**config.mk**
```make
export PLATFORM = sky130hd
export DESIGN_NAME = logic_unit_arbiter
export DESIGN_NICKNAME = d
export VERILOG_FILES = /design/src/rtl/logic_unit_arbiter.sv
export SDC_FILE = /design/constraint.sdc
export NUM_CORES = 1
export LEC_CHECK = 0
export BUFFER_PORTS_ARGS = -buffer_cell sky130_fd_sc_hd__buf_2
export CORE_ASPECT_RATIO = 0.9
export CORE_UTILIZATION = 55
export DETAILED_ROUTE_END_ITERATION = 16
export GPL_TIMING_DRIVEN = 0
export PLACE_DENSITY = 0.9
export SETUP_SLACK_MARGIN = 0.02
export SLEW_MARGIN = 20
export SYNTH_ARGS = -nofsm -noshare
export SYNTH_HDL_FRONTEND = slang
export SYNTH_SLANG_ARGS = --single-unit
```
**constraint.sdc**
```tcl
create_clock -name clock -period 2.8 [get_ports clock]
set_input_delay 0.28 -clock clock [delete_from_list [all_inputs] [get_ports clock]]
set_output_delay 0.28 -clock clock [all_outputs]
set_load 0.02 [all_outputs]
```
**src/rtl/logic_unit_arbiter.sv**
```systemverilog
// Round-robin arbiter sharing one bitwise logic unit (AND/OR/XOR/NOR) between NUM_REQ requesters.
// Optional per-requester grant counters are enabled with the LOGIC_ARB_STATS_EN macro.
module logic_unit_arbiter #(
    parameter int NUM_REQ = 4,
    parameter int WIDTH   = 32,
    parameter int ID_W    = 2
) (
    input  logic                     clock,
    input  logic                     reset_n,
    input  logic [NUM_REQ-1:0]       req_valid,
    output logic [NUM_REQ-1:0]       req_ready,
    input  logic [2*NUM_REQ-1:0]     req_op,
    input  logic [WIDTH*NUM_REQ-1:0] req_a,
    input  logic [WIDTH*NUM_REQ-1:0] req_b,
    output logic                     resp_valid,
    input  logic                     resp_ready,
    output logic [WIDTH-1:0]         resp_data,
    output logic [ID_W-1:0]          resp_id
`ifdef LOGIC_ARB_STATS_EN
    ,
    input  logic                     stat_clear,
    output logic [16*NUM_REQ-1:0]    stat_grants
`endif
);

    typedef enum logic {
        IDLE = 1'b0,
        FULL = 1'b1
    } state_t;

    state_t            state_q, state_d;
    logic [ID_W-1:0]   rr_ptr_q, rr_ptr_d;
    logic [WIDTH-1:0]  resp_data_q, resp_data_d;
    logic [ID_W-1:0]   resp_id_q, resp_id_d;

    logic              grant_found;
    logic [ID_W-1:0]   grant_idx;
    logic              can_accept;
    logic              fire;
    logic [WIDTH-1:0]  op_res [NUM_REQ];

    // Every requester's result is computed in parallel; the grant selects one.
    for (genvar gi = 0; gi < NUM_REQ; gi++) begin : g_op
        always_comb begin
            case (req_op[2*gi +: 2])
                2'b00:   op_res[gi] = req_a[WIDTH*gi +: WIDTH] & req_b[WIDTH*gi +: WIDTH];
                2'b01:   op_res[gi] = req_a[WIDTH*gi +: WIDTH] | req_b[WIDTH*gi +: WIDTH];
                2'b10:   op_res[gi] = req_a[WIDTH*gi +: WIDTH] ^ req_b[WIDTH*gi +: WIDTH];
                default: op_res[gi] = ~(req_a[WIDTH*gi +: WIDTH] | req_b[WIDTH*gi +: WIDTH]);
            endcase
        end
    end

    // Scan starting at rr_ptr and wrap; the first valid requester wins.
    always_comb begin
        int idx;
        idx         = 0;
        grant_found = 1'b0;
        grant_idx   = '0;
        for (int k = 0; k < NUM_REQ; k++) begin
            idx = int'(rr_ptr_q) + k;
            if (idx >= NUM_REQ) begin
                idx = idx - NUM_REQ;
            end
            if (!grant_found && req_valid[idx]) begin
                grant_found = 1'b1;
                grant_idx   = ID_W'(idx);
            end
        end
    end

    assign can_accept = (state_q == IDLE) | resp_ready;
    assign fire       = reset_n & grant_found & can_accept;
    assign req_ready  = fire ? (NUM_REQ'(1) << grant_idx) : '0;

    always_comb begin
        state_d     = state_q;
        rr_ptr_d    = rr_ptr_q;
        resp_data_d = resp_data_q;
        resp_id_d   = resp_id_q;
        if (fire) begin
            state_d     = FULL;
            resp_data_d = op_res[grant_idx];
            resp_id_d   = grant_idx;
            rr_ptr_d    = (grant_idx == ID_W'(NUM_REQ - 1)) ? '0 : grant_idx + 1'b1;
        end else if (state_q == FULL && resp_ready) begin
            state_d = IDLE;
        end
    end

    always_ff @(posedge clock) begin
        if (!reset_n) begin
            state_q     <= IDLE;
            rr_ptr_q    <= '0;
            resp_data_q <= '0;
            resp_id_q   <= '0;
        end else begin
            state_q     <= state_d;
            rr_ptr_q    <= rr_ptr_d;
            resp_data_q <= resp_data_d;
            resp_id_q   <= resp_id_d;
        end
    end

    assign resp_valid = (state_q == FULL);
    assign resp_data  = resp_data_q;
    assign resp_id    = resp_id_q;

`ifdef LOGIC_ARB_STATS_EN
    // Clear takes priority over a coincident fire; counters saturate at all-ones.
    for (genvar gi = 0; gi < NUM_REQ; gi++) begin : g_stat
        logic [15:0] cnt_q;
        always_ff @(posedge clock) begin
            if (!reset_n || stat_clear) begin
                cnt_q <= '0;
            end else if (fire && grant_idx == ID_W'(gi) && cnt_q != 16'hFFFF) begin
                cnt_q <= cnt_q + 16'd1;
            end
        end
        assign stat_grants[16*gi +: 16] = cnt_q;
    end
`endif

endmodule

```
Word-level counts from Yosys, hierarchy flattened
Index checks and enable logic that the tools add are counted.
Word-level totals
  flip-flop bits (word level): 37
  output and inout bits: 39
  word-level logic and storage cells: 99
Cells by class
  add/subtract/negate cells: 8
  $lt $le $gt $ge: 9
  equal/unequal tests: 9
  shifts and indexed selects: 1
  mux-type cells: 35
  bitwise gates (word level): 21
  reduce and logical (&&, ||, !) cells: 12
Operators with widths (number)
  $pmux 32 s3: 4
  $mux 32: 6
  $and 32x32->32: 4
  $lt 32x4->1 const B: 4
  $not 32->32: 4
  $or 32x32->32: 4
  $xor 32x32->32: 4
  $bmux 32 s2: 1
  $mux 1: 14
  $ge 3x3->1 const B: 4
  $sub 3x3->4 const B: 3
  $eq 2x2->1 const B: 5
  $mux 2: 5
  $bmux 1 s2: 4
  $eq 2x1->1 const B: 4
  $logic_not 2->1: 4
  $add 2x2->3 const B: 2
  $logic_and 1x1->1: 4
  $mux 4: 1
  $shl 1x2->4 const A: 1
  $sub 2x3->4 const B: 1
  $add 2x1->3 const B: 1
  $ge 2x3->1 const B: 1
  $logic_not 1->1: 3
  6 further kinds: 7

Longest topological paths before layout
  depth in word-level cells: 19
  gate-level depth with buffers: 8
  gate-level depth less buffers: 7

Worst setup path after synthesis
Ideal clock, no wire load.
  path kind: input-to-reg
  start: input port req_op[6]
  end: register resp_data_q[23], in the netlist resp_data[23]
  setup time: 122 ps
  arrival time: 1713 ps
  data required time: 2678 ps
  path slack: 965 ps
  cell stages on the path: 6
  path through: clkbuf_1 buf_1 mux2_2 a21oi_1 a21oi_1 a221o_1
On the way
  longest elaborated chain between the ends: 5
  elaborated cells between the ends (all ways): 7
RTL lines
  from (decl): line 12  | input logic [2*NUM_REQ-1:0] req_op,
  $eq 2x2->1 (tied with other cells): line 45  | case (req_op[2*gi +: 2])
  $pmux 32 s3 (*): line 45
  $bmux 32 s2 (*): line 83  | resp_data_d = op_res[grant_idx];
  $mux 32 (implied by the code) (*) (2 in a row): line 83
  to (signal assigned): line 100  | resp_data_q <= resp_data_d;
  to (decl): line 33  | logic [WIDTH-1:0] resp_data_q, resp_data_d;
Mark *: on every way between the ends. The rest lies on a longest branch, timed or not. The select of a mux whose other input is x is not followed.
A chain may end at the register's enable or synchronous reset.

Worst setup path after layout
  start: register rr_ptr_q[1]
  end: output port req_ready[3]
On the way
  longest elaborated chain between the ends: 18
  elaborated cells between the ends (all ways): 45
RTL lines
  from (decl): line 32  | logic [ID_W-1:0] rr_ptr_q, rr_ptr_d;
  from (signal assigned): line 99  | rr_ptr_q <= rr_ptr_d;
  branches (longest 17 deep; another with $sub 3x3->4)
  $mux 4 (*): line 74  | assign req_ready = fire ? (NUM_REQ'(1) << grant_idx) : '0;
  to (decl): line 11  | output logic [NUM_REQ-1:0] req_ready,
Every way passes the cells marked *. The select of a mux whose other input is x is not followed.

==> run summary <==
Synth Flop Type -> sky130_fd_sc_hd__dfxtp_1
Power density of the placed cells -> 286 nW/um^2
Number of global-route vias before repair -> 10514
Initial core utilization -> 56.9%
CP Max Fanout -> 10
Syn_nets -> 1842
Drt pass-1 iters -> 7
Per-cell routed wire length -> 17.8 um
Number of enable flip-flop cells after synthesis -> 0
Number of CTS-inserted buffers -> 5
Post-detailed-placement half-perimeter wirelength -> 27900 um
Fraction of the mapped netlist area in compound gates -> 26.5%
Via count -> 10890
Count of clock tree sinks -> 37
Endpoints failing hold -> 0
Critical path endpoint category -> primary output
Part of the Yosys area used for sequential elements -> 7.29%
Library cell with the largest summed area after synthesis -> sky130_fd_sc_hd__ha_1
Total Routed Length -> 33200 um
I/O Pins -> 310
Number of instances in the synthesized netlist -> 1315
Top cell type's share of synthesized area -> 31.5%
Drt initial violations -> 648
Global-route usage over all layers -> 33.8%
Wire length of the first global-routing pass -> 52100 um
Clock tree from TritonCTS -> yes
Final Core Density -> 68.1%
Antenna Nets Post-Route -> 0
Outcome -> complete, no violations
Number of standard-cell rows in the floorplan -> 46
Total die area -> 19000 sq um
Max-slew headroom at the worst pin -> 54.0%
FF+latch count, synth -> 37
Net count, final -> 2150
Insertion delay to the later sink of the worst-skew pair -> 0.28 ns
Bufs on Longest Clock Path -> 2
Lkg Pwr -> 6.72 nW
Number of hold buffers added after CTS -> 0
Share of the clock period used by the worst path -> 91.5%
Total cell area at the placement stage -> 12000 sq um
Worst path required time -> 2.52 ns
Max IR drop VDD -> 0.195 mV
Fin crit period -> 2.56 ns
Mux contribution to synthesized area -> 13.3%
Cells after DPL -> 1856
Detailed-route vias per instance -> 5.83
Final Setup Violations -> 0
Port bufs -> 301
Clock slew at the register clock pins of the worst setup and hold paths -> 0.06 ns
Post-synthesis instance area -> 10200 sq um
H-tree levels -> 2
Synthesized-area fraction occupied by xor and xnor cells -> 0.0862%
Arrival time at the worst endpoint -> 2.28 ns
Maximum clock frequency -> 0.390 GHz
Worst slack, placed -> 0.454 ns
Slew Limit Fails -> 0
Max Cap Violations -> 0
Measured slew at the worst slew-check pin -> 0.691 ns
Share of final-layout standard cells stronger than drive strength 1 -> 28.0%
Cell types with the largest area share after synthesis -> sky130_fd_sc_hd__ha_1 (32%), sky130_fd_sc_hd__mux2_2 (13%), sky130_fd_sc_hd__a211oi_1 (11%), sky130_fd_sc_hd__inv_1 (9.7%), sky130_fd_sc_hd__dfxtp_1 (7.3%)
Total number of yosys warnings -> 0
DR DRC count -> 0
Maximum number of pins on one net before global-route repair -> 13
Element type at the critical path start -> flip-flop
Crit Path Class -> reg -> out
Core Footprint -> 17800 sq um
Antenna violations before repair -> 3
Post-route cell area -> 12100 sq um
Setup repair after global routing missed its margin -> false
Buffer count from post-CTS setup fixing -> 0
Post-synthesis share of cell area spent on and, or, nand and nor gates -> 7.19%
Grt ovf -> 0
Height of the chip -> 131 um
HP Class -> in -> reg
TNS Setup -> 0 ns
Arithmetic-cell share of the synthesized area counting full adders, half adders and majority gates -> 31.5%
Largest family of logic cells by synthesized area -> adder cells
Placer's final routability congestion estimate -> 0.907
Cell at the root of the clock tree -> sky130_fd_sc_hd__clkbuf_16
Filler-free cell count of the finished design -> 1867
Post-Synthesis Mean Instance Area -> 7.72 sq um
Die width -> 145 um
Worst hold slack -> 0.265 ns
Layout-stage area growth over the synthesis result -> 19.6%
Number of gates given a new drive strength after cts -> 0
Count of different cell masters after synthesis -> 35
Setup Skew -> 0.00824 ns
Crit path setup slack, layout -> 0.238 ns
Overall Power -> 3.48 mW
Post-synth ARST share -> 0%
## cells in the final DEF, fill, tap and decap left out, drive strengths merged, types with 2 or more instances in the layout
master and instances:
nand4 6, a21oi 91, buf 341, o21ai 16, a221o 35, a211oi 144
mux2 113, nand2b 4, nand2 9, nor2b 17, a221oi 57, inv 263
dfxtp 37, o21bai 4, clkbuf 66, diode 3, o211ai 2, nor3 4
mux2i 8, nor2 132, ha 256, a211o 7
## cells by family (layout without fill, tap and decap cells)
family	after synthesis	count (layout)
DFF	37	37
other	0	3
and+or+nand+nor	174	174
muxes	121	121
buffers and inverters	363	672
adders and majority gates	256	256
xor gates and xnor gates	1	1
AOI/OAI and AO/OA	363	363
## flip-flops by register name, indices dropped and copies added, names as in the netlist
| signal | cells |
|---|---|
| rr_ptr_q | 2 |
| resp_data | 32 |
| resp_valid | 1 |
| resp_id | 2 |
## power by group
part	total (mW)	switching (mW)	internal (mW)
Sequential	0.681	0.0580	0.623
Clock	0.674	0.229	0.445
Combinational	2.12	1.23	0.893
## routing by layer
layer	wire, um	vias to the layer above	part of all wire, %	global-route usage (%)
li1	-	5215	-	-
met1	13600	5063	41	40.9
met2	15600	543	47	61.5
met3	2950	67	8.9	4.76
met4	956	2	2.9	12.2
met5	17	-	0.051	0
## worst max-delay path, cell delays in order (launching register included)
cell and delay, ns:
sky130_fd_sc_hd__dfxtp_1 0.44, sky130_fd_sc_hd__nand2b_1 0.20, sky130_fd_sc_hd__buf_2 0.29, sky130_fd_sc_hd__buf_1 0.54, sky130_fd_sc_hd__nand2_1 0.22, sky130_fd_sc_hd__nor2_1 0.14
sky130_fd_sc_hd__buf_2 0.17
## path summary, 6_finish.rpt
check | slack [ns] | from | cells after the start | endpoint
worst max register to register | 0.50 | rr_ptr_q[1] | 6 | resp_data[24]
worst min register to register | 0.48 | resp_valid | 2 | resp_valid
worst max-delay path | 0.24 | rr_ptr_q[1] | 6 | req_ready[3]
worst min-delay path | 0.27 | resp_ready | 4 | resp_valid
## synth_stat cells (all sizes together), types with 2 or more instances
library cell / instances
inv: 263
ha: 256
a211oi: 144
nor2: 132
mux2: 113
a21oi: 91
clkbuf: 60
a221oi: 57
buf: 40
dfxtp: 37
a221o: 35
nor2b: 17
o21ai: 16
nand2: 9
mux2i: 8
a211o: 7
nand4: 6
nand2b: 4
nor3: 4
o21bai: 4
o211ai: 2
## area by class of cell
cell class	count	area (sq um)
diodes	3	7.51
plain buffers	100	443
clock buffers	6	139
clock inverters	2	37.5
fillers	1469	5700
inverters	263	987
multi-input cells	915	7990
flip-flops and latches	37	741
well taps	240	300
repair buffers	301	1510
Note: power is estimated with default switching activity, not from simulation.
